**src/rtl/seq_cascade_comparator_pkg.sv**
```systemverilog
// compare_pkg: FSM and cascade encodings plus one-hot flag order shared by seq_cascade_comparator.
package compare_pkg;
    typedef enum logic [1:0] {IDLE, SCAN, DONE} state_t;
    typedef enum logic [1:0] {EQ, GT, LT} cascade_t;
    localparam int FLAG_EQ = 0;
    localparam int FLAG_GT = 1;
    localparam int FLAG_LT = 2;
    function automatic logic [2:0] to_onehot(input cascade_t c);
        logic [2:0] f;
        f = '0;
        f[FLAG_EQ] = c == EQ;
        f[FLAG_GT] = c == GT;
        f[FLAG_LT] = c == LT;
        return f;
    endfunction
endpackage

```
**src/rtl/seq_cascade_comparator_digit2.sv**
```systemverilog
// digit2_compare: combinational 2-bit unsigned compare of one digit, no cascade inputs.
module digit2_compare (
    input  logic [1:0] a,
    input  logic [1:0] b,
    output logic       eq,
    output logic       gt,
    output logic       lt
);
    assign eq = a == b;
    assign gt = a > b;
    assign lt = a < b;
endmodule

```
**src/rtl/seq_cascade_comparator.sv**
```systemverilog
// seq_cascade_comparator: MSB-first 2-bit-digit sequential magnitude compare with valid/ready handshakes.
// Define EARLY_EXIT_EN to finish the scan as soon as the first differing digit is seen.
module seq_cascade_comparator
    import compare_pkg::*;
#(
    parameter int WIDTH = 8
) (
    input  logic             clk,
    input  logic             rst_n,
    input  logic             in_valid,
    output logic             in_ready,
    input  logic [WIDTH-1:0] a,
    input  logic [WIDTH-1:0] b,
    output logic             out_valid,
    input  logic             out_ready,
    output logic             equal,
    output logic             a_greater,
    output logic             a_less,
    output logic             busy
);
    localparam int DIGITS = WIDTH / 2;
    localparam int IW = DIGITS > 1 ? $clog2(DIGITS) : 1;

    if (WIDTH < 2 || WIDTH % 2 != 0) begin : g_bad_width
        $error("seq_cascade_comparator: WIDTH must be even and >= 2");
    end

    state_t          state, state_nx;
    cascade_t        cs, cs_nx;
    logic [IW-1:0]   idx;
    logic [WIDTH-1:0] a_q, b_q;
    logic [2:0]      flags;
    logic [1:0]      da, db;
    logic            d_eq, d_gt, d_lt, scan_end;

    assign da = a_q[2*idx +: 2];
    assign db = b_q[2*idx +: 2];

    digit2_compare u_digit (.a(da), .b(db), .eq(d_eq), .gt(d_gt), .lt(d_lt));

    // Once a higher digit has decided, lower digits are ignored.
    assign cs_nx = cs != EQ ? cs : d_gt ? GT : d_lt ? LT : EQ;

`ifdef EARLY_EXIT_EN
    assign scan_end = idx == '0 || cs_nx != EQ;
`else
    assign scan_end = idx == '0;
`endif

    always_comb begin
        state_nx = IDLE;
        state_nx = state == IDLE ? (in_valid ? SCAN : IDLE)
                 : state == SCAN ? (scan_end ? DONE : SCAN)
                 : state == DONE ? (out_ready ? IDLE : DONE)
                 : IDLE;
    end

    always_ff @(posedge clk or negedge rst_n) begin
        if (!rst_n) begin
            state     <= IDLE;
            cs        <= EQ;
            idx       <= '0;
            a_q       <= '0;
            b_q       <= '0;
            flags     <= '0;
            out_valid <= 1'b0;
        end else begin
            state <= state_nx;
            if (state == IDLE && in_valid) begin
                a_q <= a;
                b_q <= b;
                idx <= IW'(DIGITS - 1);
                cs  <= EQ;
            end
            if (state == SCAN) begin
                cs  <= cs_nx;
                idx <= idx - 1'b1;
            end
            if (state == SCAN && scan_end) begin
                flags     <= to_onehot(cs_nx);
                out_valid <= 1'b1;
            end else if (state == DONE && out_ready) begin
                out_valid <= 1'b0;
            end
        end
    end

    assign in_ready  = state == IDLE;
    assign busy      = state != IDLE;
    assign equal     = flags[FLAG_EQ];
    assign a_greater = flags[FLAG_GT];
    assign a_less    = flags[FLAG_LT];
endmodule

```
**config.mk**
```make
export PLATFORM = sky130hd
export DESIGN_NAME = seq_cascade_comparator
export DESIGN_NICKNAME = d
export VERILOG_FILES = /design/src/rtl/seq_cascade_comparator_pkg.sv /design/src/rtl/seq_cascade_comparator_digit2.sv /design/src/rtl/seq_cascade_comparator.sv
export SDC_FILE = /design/constraint.sdc
export NUM_CORES = 1
export LEC_CHECK = 0
export BUFFER_PORTS_ARGS = -buffer_cell sky130_fd_sc_hd__buf_2
export CAP_MARGIN = 5
export CORE_ASPECT_RATIO = 1.1
export CORE_MARGIN = 2
export CORE_UTILIZATION = 55
export CTS_BUF_LIST = sky130_fd_sc_hd__clkbuf_8
export DETAILED_ROUTE_END_ITERATION = 8
export PLACE_DENSITY = 0.92
export RECOVER_POWER = 25
export SKIP_LAST_GASP = 1
export SLEW_MARGIN = 5
export SYNTH_ARGS = -nofsm -noshare
export SYNTH_HDL_FRONTEND = slang
export SYNTH_SLANG_ARGS = --single-unit
```
**constraint.sdc**
```tcl
create_clock -name clk -period 2.3 [get_ports clk]
set_clock_uncertainty 0.1 [all_clocks]
set_input_delay 0.115 -clock clk [delete_from_list [all_inputs] [get_ports clk]]
set_output_delay 0.115 -clock clk [all_outputs]
set_load 0.01 [all_outputs]
```
==> impl_metrics.csv <==
group,metric,value,unit
power_and_ir_drop,seqPwrFrac,39.5,%
synthesis,synth_nets,115,
placement,hpwl,1840,um
power_and_ir_drop,swShare,36.9,%
synthesis,ys_warn_count,0,
synthesis,ys_types,25,
clock_network,cts_tree,"yes",
critical_path,path_delay_family,"multiplexers",
layout,syn2layout_area_growth,30.3,%
detailed_routing,drt_iter0_drc,14,
synthesis,synth_compound_area_share,7.92,%
detailed_routing,final_antenna_net_count,0,
timing,fmax,455,MHz
synthesis,synth_xor_area_share,0,%
placement,placed_cell_area,1410,um^2
detailed_routing,drt_pre_antenna_iters,3,
clock_network,clkTransAtPathRegs,0.09,ns
timing,slew_viol_final,0,
timing,worst_slack,0.103,ns
clock_network,cts.root.buffer_cell,"clkbuf_8",
status,status,"completed",
critical_path,crit_slowest_cell,"mux4_2",
floorplan,dieArea,2700,um^2
clock_network,cts_setup_buffers,0,
layout,utilization,74.6,%
detailed_routing,wire_per_inst,16.2,um
clock_network,clk_latency,0.28,ns
power_and_ir_drop,cellPowerDensity,1380,nW/um^2
power_and_ir_drop,switchingPower,0.840,mW
critical_path,path_buf_inv,1,
critical_path,crit_path_max_fanout,5,
detailed_routing,drc,0,
power_and_ir_drop,p_leak,0.796,nW
layout,antenna_cells,0,
power_and_ir_drop,pwr-share-comb,47.1,%
critical_path,path_cells,"buf_4, mux4_2, ha_1, nor2b_1, o21ai_0, o41ai_2",
floorplan,die_h,54.3,um
clock_network,numCtsBuffers,3,
power_and_ir_drop,internal_power,1.43,mW
synthesis,synth-seq-cells,26,
detailed_routing,vias,883,
timing,worst_hold_slack,0.0683,ns
synthesis,synthSimpleGateAreaFrac,7.62,%
timing,rsz0062_at_grt,"false",
min_path,hold_path.class,"in2reg",
global_route,grt.met3_usage,2.46,%
layout,most-common-layout-cells,"26 x dfrtp_1, 24 x buf_2, 18 x dlygate4sd3_1, 10 x mux2_4, 8 x inv_1",
critical_path,start_kind,"flip-flop",
floorplan,io_pins,26,
global_route,grt_pass1_vias,972,
global_route,grtUsageMet2,45.8,%
clock_network,cts_max_level,1,
placement,finalWeightedCongestion,0.741,
synthesis,synth_top_family_by_area,"multiplexers",
clock_network,clk_path_buf_depth,2,
timing,period_share,95.5,%
global_route,busiest_layer,"met2",
global_route,grt_pass1_wl,4510,um
layout,final_nets,161,
timing,fin_crit,2.20,ns
synthesis,syn_avg_cell_area,13.7,um^2
job,drv_cap,0,
critical_path,max_stage_delay,0.51,ns
timing,tns,0,ns
layout,filler_cell_count,155,
layout,stdcell_count,167,
critical_path,cp.arrival,2.27,ns
floorplan,core,2210,um^2
global_route,grt_max_degree,27,
layout,final_layout_size_suffix_gt1_share,34.3,%
layout,fin_area,1650,um^2
synthesis,synth.area.mux_share,25.9,%
floorplan,rows,18,
placement,dp_slack,0.0870,ns
synthesis,yosysSeqAreaShare,51.5,%
synthesis,synth_fa_ha_area_share,2.97,%
critical_path,cp.required,2.38,ns
timing,tightest_slew,1.37,ns
power_and_ir_drop,ir_worst_vdd,0.000784,V
placement,port_buffers,25,
power_and_ir_drop,finalPower,2.27,mW
timing,finalHoldViolations,0,
power_and_ir_drop,clkPwrFrac,13.4,%
timing,relSlewSlack,8.73,%
global_route,track_usage,23.5,%
global_route,antenna_found_initial,0,
clock_network,clock_sinks,26,
floorplan,dieWidth,49.7,um
placement,dp.cells,145,
synthesis,postSynthCellCount,92,
synthesis,syn_area,1260,um^2
global_route,grt.overflow.total,0,
layout,final_common_cell,"dfrtp_1",
detailed_routing,wirelength,2710,um
floorplan,start_util,57.3,%
detailed_routing,vias_per_cell,5.29,
critical_path,cp-end-kind,"flip-flop",
critical_path,path_class,"reg2reg",
global_route,met1_usage,25.7,%
timing,setup_viol,0,
-- flip-flops by register name, indices dropped and copies added (netlist names) --
| register | count |
|---|---|
| state | 2 |
| a_q | 8 |
| b_q | 8 |
| out_valid | 1 |
| idx | 2 |
| flags | 3 |
| cs | 2 |
-- area by class of cell --
cell class,instances,area [um^2],share of cell area (%)
sequential,26,651,39.5
tap,30,37.5,2.28
timing repair buffer,44,312,18.9
inverter,8,30.0,1.82
multi-input combinational,55,562,34.1
clock buffer,4,55.1,3.34
-- Yosys cell counts, drive strengths merged --
| cell type | count | area [um^2] |
|---|---|---|
| a22o | 1 | 8.76 |
| a21oi | 5 | 25.0 |
| nand3b | 1 | 7.51 |
| nor2 | 6 | 38.8 |
| buf | 3 | 21.3 |
| o21ba | 1 | 10.0 |
| ha | 3 | 37.5 |
| or4 | 1 | 7.51 |
| mux2i | 2 | 20.0 |
| or2 | 1 | 6.26 |
| o21ai | 4 | 20.0 |
| a31oi | 2 | 12.5 |
| nand2b | 1 | 13.8 |
| mux2 | 16 | 218 |
| inv | 8 | 30.0 |
| o41ai | 1 | 16.3 |
| nor2b | 1 | 6.26 |
| dfrtp | 26 | 651 |
| o31ai | 1 | 7.51 |
| nand2 | 3 | 11.3 |
| nand3 | 1 | 5.00 |
| mux4 | 4 | 90.1 |
-- logic make-up (layout without fill, tap and decap cells) --
group | after synthesis | count (layout)
buffers and inverters | 11 | 56
DFF | 26 | 26
AOI/OAI and AO/OA | 15 | 15
muxes | 22 | 22
adders and majority gates | 3 | 3
and+or+nand+nor | 15 | 15
-- what timing repair did --
item / in CTS / in global routing
endpoints found under the hold margin: 43 / 0
resized for setup: 0 / 0
hold buffers: 18 / 0
-- metal layers --
metal	vias up	routed length, um
met5	-	0
li1	417	-
met2	24	1520
met3	5	68
met4	0	63
met1	437	1060
-- path summary, 6_finish.rpt --
kind	startpoint	end	slack, ns	cells past startpoint
hold reg to reg	a_q[7]	a_q[7]	0.40	1
max in group asynchronous	rst_n	out_valid	0.73	2
setup / recovery	idx[0]	flags[0]	0.10	6
min in group asynchronous	rst_n	flags[2]	0.57	2
hold / removal	in_valid	state[0]	0.07	3
setup reg to reg	idx[0]	flags[0]	0.10	6
-- tightest hold or removal path: stages --
cell and delay [ns]:
buf_2 0.13, mux2i_1 0.08, nor2_1 0.09
-- power by group through the flow --
stage                     logic (mW)  clock network, mW  registers [mW]
after floorplan                0.841                  0           0.821
after global placement         0.962                  0           0.875
after detailed placement        1.05                  0           0.900
after CTS                       1.08              0.303           0.894
after global routing            1.18              0.321           0.928
final                           1.07              0.305           0.897
Power figures use the tool's default switching activity.
